<file path="src/rtl/shift_arbiter.sv">
// Round-robin arbiter sharing one combinational 32-bit shifter between two requesters.
// Latency: response valid two cycles after the accept cycle; one operation in flight.
// Backpressure: result held until resp_ready; no request is accepted until it is consumed.
module shift_arbiter #(
    parameter int CNT_W = 16
) (
    input  logic             clk,
    input  logic             rst,

    input  logic             req0_valid,
    output logic             req0_ready,
    input  logic [31:0]      req0_a,
    input  logic [31:0]      req0_b,
    input  logic             req0_ctl0,
    input  logic             req0_ctl1,

    input  logic             req1_valid,
    output logic             req1_ready,
    input  logic [31:0]      req1_a,
    input  logic [31:0]      req1_b,
    input  logic             req1_ctl0,
    input  logic             req1_ctl1,

    output logic [31:0]      sh_a,
    output logic [31:0]      sh_b,
    output logic             sh_ctl0,
    output logic             sh_ctl1,
    input  logic [31:0]      sh_out,

    output logic             resp_valid,
    input  logic             resp_ready,
    output logic [31:0]      resp_out,
    output logic             resp_id,

    output logic             busy,
    output logic [CNT_W-1:0] ops_count
);

    typedef struct packed {
        logic [31:0] a;
        logic [31:0] b;
        logic        ctl0;
        logic        ctl1;
    } op_t;

    typedef enum logic [1:0] {
        IDLE  = 2'd0,
        ISSUE = 2'd1,
        RESP  = 2'd2
    } state_t;

    state_t state;
    logic   last_grant;
    logic   grant;
    logic   grant_vld;
    logic   accept;
    op_t    op0;
    op_t    op1;
    op_t    sel_op;
    op_t    sh_op;

    assign op0 = '{a: req0_a, b: req0_b, ctl0: req0_ctl0, ctl1: req0_ctl1};
    assign op1 = '{a: req1_a, b: req1_b, ctl0: req1_ctl0, ctl1: req1_ctl1};

    // On a tie the requester that did not win last time goes next.
    always_comb begin
        grant_vld = req0_valid | req1_valid;
        grant     = 1'b0;
        if (req0_valid && req1_valid) begin
            grant = ~last_grant;
        end else begin
            grant = req1_valid;
        end
    end

    assign sel_op     = grant ? op1 : op0;
    assign accept     = (state == IDLE) && grant_vld;
    assign req0_ready = accept && !grant;
    assign req1_ready = accept && grant;

    always_ff @(posedge clk) begin
        if (rst) begin
            state      <= IDLE;
            last_grant <= 1'b1;
            sh_op      <= '0;
            resp_valid <= 1'b0;
            resp_out   <= '0;
            resp_id    <= 1'b0;
            ops_count  <= '0;
        end else begin
            unique case (state)
                IDLE: begin
                    if (grant_vld) begin
                        sh_op      <= sel_op;
                        resp_id    <= grant;
                        last_grant <= grant;
                        state      <= ISSUE;
                    end
                end
                ISSUE: begin
                    resp_out   <= sh_out;
                    resp_valid <= 1'b1;
                    state      <= RESP;
                end
                RESP: begin
                    if (resp_valid && resp_ready) begin
                        resp_valid <= 1'b0;
                        ops_count  <= ops_count + CNT_W'(1);
                        state      <= IDLE;
                    end
                end
                default: begin
                    state <= IDLE;
                end
            endcase
        end
    end

    // Operand registers only change on an accept, so the shifter inputs never glitch.
    assign sh_a    = sh_op.a;
    assign sh_b    = sh_op.b;
    assign sh_ctl0 = sh_op.ctl0;
    assign sh_ctl1 = sh_op.ctl1;
    assign busy    = (state != IDLE);

endmodule

</file>
<file path="config.mk">
export PLATFORM = sky130hd
export DESIGN_NAME = shift_arbiter
export DESIGN_NICKNAME = d
export VERILOG_FILES = /design/src/rtl/shift_arbiter.sv
export SDC_FILE = /design/constraint.sdc
export NUM_CORES = 1
export LEC_CHECK = 0
export BUFFER_PORTS_ARGS = -buffer_cell sky130_fd_sc_hd__buf_4
export CORE_AREA = 2 2 113 115
export CTS_BUF_LIST = sky130_fd_sc_hd__clkbuf_2 sky130_fd_sc_hd__clkbuf_4 sky130_fd_sc_hd__clkbuf_8
export CTS_CLUSTER_DIAMETER = 80
export DETAILED_ROUTE_END_ITERATION = 8
export DIE_AREA = 0 0 115 117
export HOLD_SLACK_MARGIN = 0.03
export PLACE_DENSITY = 0.69
export SYNTH_ARGS = -nofsm -noshare
export SYNTH_HDL_FRONTEND = slang
export SYNTH_SLANG_ARGS = --single-unit
export TNS_END_PERCENT = 10
</file>
<file path="constraint.sdc">
create_clock -name clk -period 2.2 [get_ports clk]
set_input_delay 0.33 -clock clk [delete_from_list [all_inputs] [get_ports clk]]
set_output_delay 0.33 -clock clk [all_outputs]
set_load 0.01 [all_outputs]
</file>
==> flow_metrics.env, run 1 <==
export IMPL_outcome="finished, violations left"
export IMPL_violations="design-rule violations"
export IMPL_endpoint_kind="primary output"
export IMPL_r2r_start="ops_count[0]"
export IMPL_synth_top_area_cell="dfxtp_1"
export IMPL_finalInstanceArea_um2=7040
export IMPL_fmax_mhz=506
export IMPL_hold_path_end="resp_out[3]"
export IMPL_cp_max_fo=22
export IMPL_ys_seq_elements=119
export IMPL_port_buffer_count=287
export IMPL_path_class="reg -> out"
export IMPL_clk_latency_ns=0.43
export IMPL_arrival_ns=1.65
export IMPL_yosys_area_top_type_share_pct=54.0
export IMPL_r2r_slack_ns=0.51
export IMPL_routedWlPerCell_um=16.6
export IMPL_drt_vias_per_instance=5.35
export IMPL_place_gp_congestion=0.820
export IMPL_critPathRequiredTime_ns=1.87
export IMPL_drv_slew=0
export IMPL_initial_core_util_pct=35.9
export IMPL_overflow=0
export IMPL_ys_seq_area_share_pct=54.0
export IMPL_post_route_period_util_pct=89.8
export IMPL_clockRootBuffer="clkbuf_8"
export IMPL_swShare_pct=26.9
export IMPL_grtUsageTotal_pct=21.2
export IMPL_holdPathStages=3
export IMPL_grt_pass1_vias=4419
export IMPL_setup_viol=0
export IMPL_yosys_area_share_adder_pct=0.283
export IMPL_h_tree_depth=4
export IMPL_drt_total_wl_mm=15.0
export IMPL_cts_tree="yes"
export IMPL_pwr_share_seq_pct=44.6
export IMPL_r2r_end="ops_count[15]"
export IMPL_grt_max_degree=55
export IMPL_p_leak_nw=3.19
export IMPL_synth_compound_area_share_pct=20.0
export IMPL_synth_mux_area_share_pct=0.510
export IMPL_worst_hold_path_type="in -> reg"
export IMPL_clk_pin_slew_ns=0.07
export IMPL_fp_dieW_um=115
export IMPL_hold_viol_final=0
export IMPL_dr_pass1_iters=9
export IMPL_p_comb_share_pct=21.7
export IMPL_synthXorXnorAreaFrac_pct=1.98
export IMPL_clock_sinks=119
export IMPL_internal_power_w=0.00400
export IMPL_synth_cell_types=31
export IMPL_slew_headroom_pct=58.6
export IMPL_drt_iter0_drc=556
export IMPL_nFillCells=1123
export IMPL_netlist_area_um2=4420
export IMPL_max_cap_violations=0
export IMPL_timing_hold_ws_ns=0.141
export IMPL_finalSetupTns_ns=0
export IMPL_top_level_ports=288
export IMPL_fin_crit_ns=1.98
export IMPL_ir_drop_uv=416
export IMPL_syn_inst=475
export IMPL_drive_gt1_share_pct=44.1
export IMPL_postRouteAntennaNets=0
export IMPL_drc=1
export IMPL_rows=41
export IMPL_num_vias=4838
export IMPL_core_um2=12300
export IMPL_synth_avg_cell_area_um2=9.30
export IMPL_placed_cell_area_um2=6670
export IMPL_synthSimpleGateAreaFrac_pct=17.9
export IMPL_finClkSkew_ns=0.00458
export IMPL_place_inst=876
export IMPL_worstMarginPinSlew_ns=0.618
export IMPL_clk_path_buf_depth=2
export IMPL_yosys_warnings=0
export IMPL_start_kind="flop"
export IMPL_synthTopCellsByArea="dfxtp_1 (54%), a222oi_1 (15%), nor2_1 (7.0%), nand2_1 (6.2%), a21oi_1 (4.4%)"
export IMPL_finalNonFillerCells=905
export IMPL_switchingPower_w=0.00147
export IMPL_cts_buffers=17
export IMPL_nets=915
export IMPL_grt_pass1_wl_mm=22.2
export IMPL_area_delta_synth_final_pct=59.5
export IMPL_reg2reg_depth=4
export IMPL_rsz0062_at_grt="no"
export IMPL_die_area_um2=13500
export IMPL_layout_common_cells="buf_4 (292), dfxtp_1 (119), nor2_1 (81)"
export IMPL_synth_top_family_by_area="compound AO/OA/AOI/OAI gates"
export IMPL_min_from="sh_out[3]"
export IMPL_antenna_cells=0
export IMPL_antenna_found_initial=0
export IMPL_layout_commonest_cell="buf_4"
export IMPL_p_per_area_nw_per_um2=776
export IMPL_dp_hpwl_mm=10.8
export IMPL_p_clk_share_pct=33.6
export IMPL_cts_hold_buffers=0
export IMPL_die_y_um=117
export IMPL_synth_net_count=645
## routing by layer
layer / part of all wire, % / track usage, % / vias up
met4: 3.1 / 10.7 / 0
li1: - / - / 2286
met3: 8.2 / 7.21 / 41
met2: 50 / 34.0 / 240
met1: 39 / 25.4 / 2271
met5: 0 / 0 / -
## power groups by stage
stage	logic [W]	registers, W	clock network, W
after global placement	0.00116	0.00248	0
final	0.00119	0.00244	0.00184
after detailed placement	0.00118	0.00248	0
after floorplan	0.000484	0.00255	0
after CTS	0.00119	0.00244	0.00190
after global routing	0.00129	0.00246	0.00199
## registers in the layout, indices dropped and copies added, names as in the netlist
signal / flops
resp_out: 32
sh_a: 32
sh_b: 32
ops_count: 16
state: 2
last_grant: 1
resp_id: 1
resp_valid: 1
sh_ctl0: 1
sh_ctl1: 1
## cell type report
type	count	area [µm²]	area share [%]
clock inverter	4	45.0	0.640
multi-input combinational	308	1820	25.9
inverter	3	11.3	0.160
timing repair buffer	296	2270	32.3
sequential	119	2380	33.8
tap	150	188	2.67
clock buffer	25	319	4.53
## synth_stat cells
cell	number
a211o_1	1
a21oi_1	39
a222oi_1	66
and3_1	3
and4b_1	1
buf_1	2
buf_2	8
buf_6	6
clkbuf_1	29
dfxtp_1	119
ha_1	1
inv_1	3
mux2_1	2
nand2_1	73
nand2b_1	2
nand3_1	5
nand3b_1	1
nand4_1	3
nand4b_1	2
nand4b_2	1
nor2_1	82
nor2b_1	3
nor3_1	4
nor4_1	1
nor4_2	2
o21ai_0	1
o21ai_1	3
or3_1	1
or4_1	1
xnor2_1	8
xor2_1	2
## critical path, cell delays in order (launching register included)
cell and delay (ns):
dfxtp_1 0.38, nor2_2 0.25, and3_4 0.41, buf_4 0.18
## how the worst max path moves through the flow
| stage | from | to | slack (ns) | cells after the start |
|---|---|---|---|---|
| after floorplan | ops_count[4] | ops_count[15] | 0.65 | 4 |
| after global placement | state[1] | sh_b[12] | 0.52 | 5 |
| after detailed placement | state[1] | sh_a[11] | 0.39 | 5 |
| after CTS | state[1] | req0_ready | 0.08 | 3 |
| after global routing | state[1] | req1_ready | 0.11 | 3 |
| final | state[1] | req1_ready | 0.22 | 3 |
## metrics by stage
step                      utilization (%)  power [W]  setup slack [ns]
after detailed placement             54.2    0.00366             0.395
final                                57.2    0.00547             0.224
after global routing                 57.2    0.00573             0.113
after CTS                            57.1    0.00552            0.0830
after floorplan                         -    0.00303             0.653
after global placement               54.2    0.00363             0.518
## repair_timing
action / in CTS / in global routing
setup endpoints to repair: 1 / 1
resized for setup: 1 / 2
buffers inserted: 0 / 0
## cell families (layout without fill, tap and decap cells)
logic type	Yosys count	after routing
AO/OA/AOI/OAI	110	110
XOR/XNOR	10	10
adder cells (fa/ha/maj)	1	1
buffers and inverters	48	328
flip-flops	119	119
multiplexers	2	2
AND/OR/NAND/NOR	185	185
No activity file was read; power rests on OpenSTA's default activity.
==> run 2: changes to the inputs <==
--- a/config.mk
+++ b/config.mk
@@ -6,13 +6,13 @@
 export NUM_CORES = 1
 export LEC_CHECK = 0
 export BUFFER_PORTS_ARGS = -buffer_cell sky130_fd_sc_hd__buf_4
-export CORE_AREA = 2 2 113 115
+export CORE_ASPECT_RATIO = 1.4
+export CORE_UTILIZATION = 35
 export CTS_BUF_LIST = sky130_fd_sc_hd__clkbuf_2 sky130_fd_sc_hd__clkbuf_4 sky130_fd_sc_hd__clkbuf_8
 export CTS_CLUSTER_DIAMETER = 80
 export DETAILED_ROUTE_END_ITERATION = 8
-export DIE_AREA = 0 0 115 117
 export HOLD_SLACK_MARGIN = 0.03
-export PLACE_DENSITY = 0.69
+export PLACE_DENSITY = 0.68
 export SYNTH_ARGS = -nofsm -noshare
 export SYNTH_HDL_FRONTEND = slang
 export SYNTH_SLANG_ARGS = --single-unit
==> run 2 against run 1 <==
The flow now finishes without violations. Non-clock buffer count unchanged. Power increased by 6.3%. Sequential share of layout area decreased by 0.29 points. Global-route usage increased by 1.5 points. Routed wire length increased by 1.7%. Critical endpoint unchanged.
==> flow_metrics.env, run 2 (same netlist as run 1, synthesis figures left out) <==
export IMPL_overflow=0
export IMPL_nFillCells=1076
export IMPL_crit_chain="nor2_1 -> and3_4 -> buf_4"
export IMPL_rsz0062_at_grt="no"
export IMPL_internal_power_w=0.00425
export IMPL_ir_drop_uv=426
export IMPL_slowest_delay_ns=0.44
export IMPL_cts_resized=0
export IMPL_setup_viol=0
export IMPL_r2r_start="state[1]"
export IMPL_endpoint_kind="primary output"
export IMPL_drt_iter0_drc=421
export IMPL_start_kind="flop"
export IMPL_num_vias=4830
export IMPL_outcome="completed"
export IMPL_swShare_pct=26.9
export IMPL_path_class="reg -> out"
export IMPL_drive_gt1_share_pct=44.2
export IMPL_dr_pass1_iters=8
export IMPL_worst_hold_path_type="in -> reg"
export IMPL_top_level_ports=288
export IMPL_fin_crit_ns=2.05
export IMPL_cp_max_fo=18
export IMPL_grt_pass1_wl_mm=23.6
export IMPL_antenna_found_initial=0
export IMPL_drc=0
export IMPL_holdPathStages=3
export IMPL_finClkSkew_ns=0.0122
export IMPL_hold_viol_final=0
export IMPL_antenna_cells=0
export IMPL_r2r_slack_ns=0.18
export IMPL_post_route_period_util_pct=93.3
export IMPL_dp_hpwl_mm=11.0
export IMPL_finalSetupTns_ns=0
export IMPL_drv_slew=0
export IMPL_p_clk_share_pct=37.8
export IMPL_worstMarginPinSlew_ns=0.677
export IMPL_cts_buffers=17
export IMPL_drt_vias_per_instance=5.32
export IMPL_nets=915
export IMPL_hold_path_end="resp_out[26]"
export IMPL_clock_sinks=119
export IMPL_critPathSlowestCell="and3_4"
export IMPL_grt_max_degree=62
export IMPL_port_buffer_count=287
export IMPL_r2r_end="sh_a[12]"
export IMPL_cts_hold_buffers=0
export IMPL_routedWlPerCell_um=16.8
export IMPL_initial_core_util_pct=35.9
export IMPL_p_comb_share_pct=20.3
export IMPL_drt_total_wl_mm=15.3
export IMPL_clk_latency_ns=0.43
export IMPL_layout_commonest_cell="buf_4"
export IMPL_totalPowerFinal_w=0.00581
export IMPL_pwr_share_seq_pct=42.0
export IMPL_cts_tree="yes"
export IMPL_slew_headroom_pct=54.9
export IMPL_critPathRequiredTime_ns=1.87
export IMPL_cts_setup_buffers=0
export IMPL_arrival_ns=1.72
export IMPL_grt_pass1_vias=4732
export IMPL_area_delta_synth_final_pct=60.9
export IMPL_fmax_mhz=487
export IMPL_h_tree_depth=4
export IMPL_grtUsageTotal_pct=22.7
export IMPL_switchingPower_w=0.00156
export IMPL_fp_dieW_um=96.9
export IMPL_clockRootBuffer="clkbuf_8"
export IMPL_die_area_um2=13100
export IMPL_rows=48
export IMPL_die_y_um=135
export IMPL_min_from="sh_out[26]"
export IMPL_reg2reg_depth=5
export IMPL_clk_pin_slew_ns=0.08
export IMPL_core_um2=12300
export IMPL_clk_path_buf_depth=2
export IMPL_p_per_area_nw_per_um2=818
export IMPL_place_gp_congestion=0.819
export IMPL_layout_common_cells="buf_4 (293), dfxtp_1 (119), nor2_1 (82)"
export IMPL_p_leak_nw=3.21
export IMPL_postRouteAntennaNets=0
export IMPL_max_cap_violations=0
## run 2: layout make-up
class / instances / area [µm²] / share of cell area (%)
Clock inverter: 12 / 175 / 2.47
Tap cell: 150 / 188 / 2.64
Timing Repair Buffer: 296 / 2260 / 31.8
Inverter: 3 / 11.3 / 0.159
Multi-Input combinational cell: 308 / 1820 / 25.6
Sequential cell: 119 / 2380 / 33.5
Clock buffer: 20 / 269 / 3.79
## run 2: per-stage QoR
step | instances | hold WS (ns) | util (%) | setup WS [ns] | cell area, µm²
floorplan | 475 | 0.450 | - | 0.653 | 4420
global placement | 876 | 0.445 | 54.1 | 0.295 | 6660
detailed placement | 876 | 0.448 | 54.1 | 0.213 | 6660
CTS | 908 | 0.115 | 57.7 | 0.00293 | 7100
global route | 908 | 0.118 | 57.7 | 0.00931 | 7100
finish | 908 | 0.138 | 57.7 | 0.148 | 7100
## run 2: worst max-delay path by stage
stage | startpoint | endpoint
2_1_floorplan | ops_count[4] | ops_count[15]
3_3_place_gp | state[1] | sh_a[20]
5_1_grt | state[1] | sh_b[6]
3_5_place_dp | state[1] | sh_a[16]
4_1_cts | state[1] | req1_ready
6_report | state[1] | req1_ready
## run 2: layer usage
layer | vias to the layer above | GRT usage [%] | part of all wire, %
li1 | 2285 | - | -
met1 | 2278 | 24.7 | 37
met2 | 236 | 39.6 | 52
met3 | 31 | 7.09 | 7.8
met4 | 0 | 11.8 | 3.5
met5 | - | 0 | 0
## run 2: worst max-delay path: cells and delay by family (launching register included)
kind	cells	cell delay, ns
DFF	1	0.37
and+or+nand+nor	2	0.75
buffers and inverters	1	0.18
## run 2: power groups by stage
stage	Sequential (W)	Clock [W]	Combinational (W)
after floorplan	0.00255	0	0.000484
after global placement	0.00247	0	0.00115
after detailed placement	0.00248	0	0.00118
after CTS	0.00244	0.00225	0.00118
after global routing	0.00246	0.00233	0.00127
final	0.00244	0.00220	0.00118
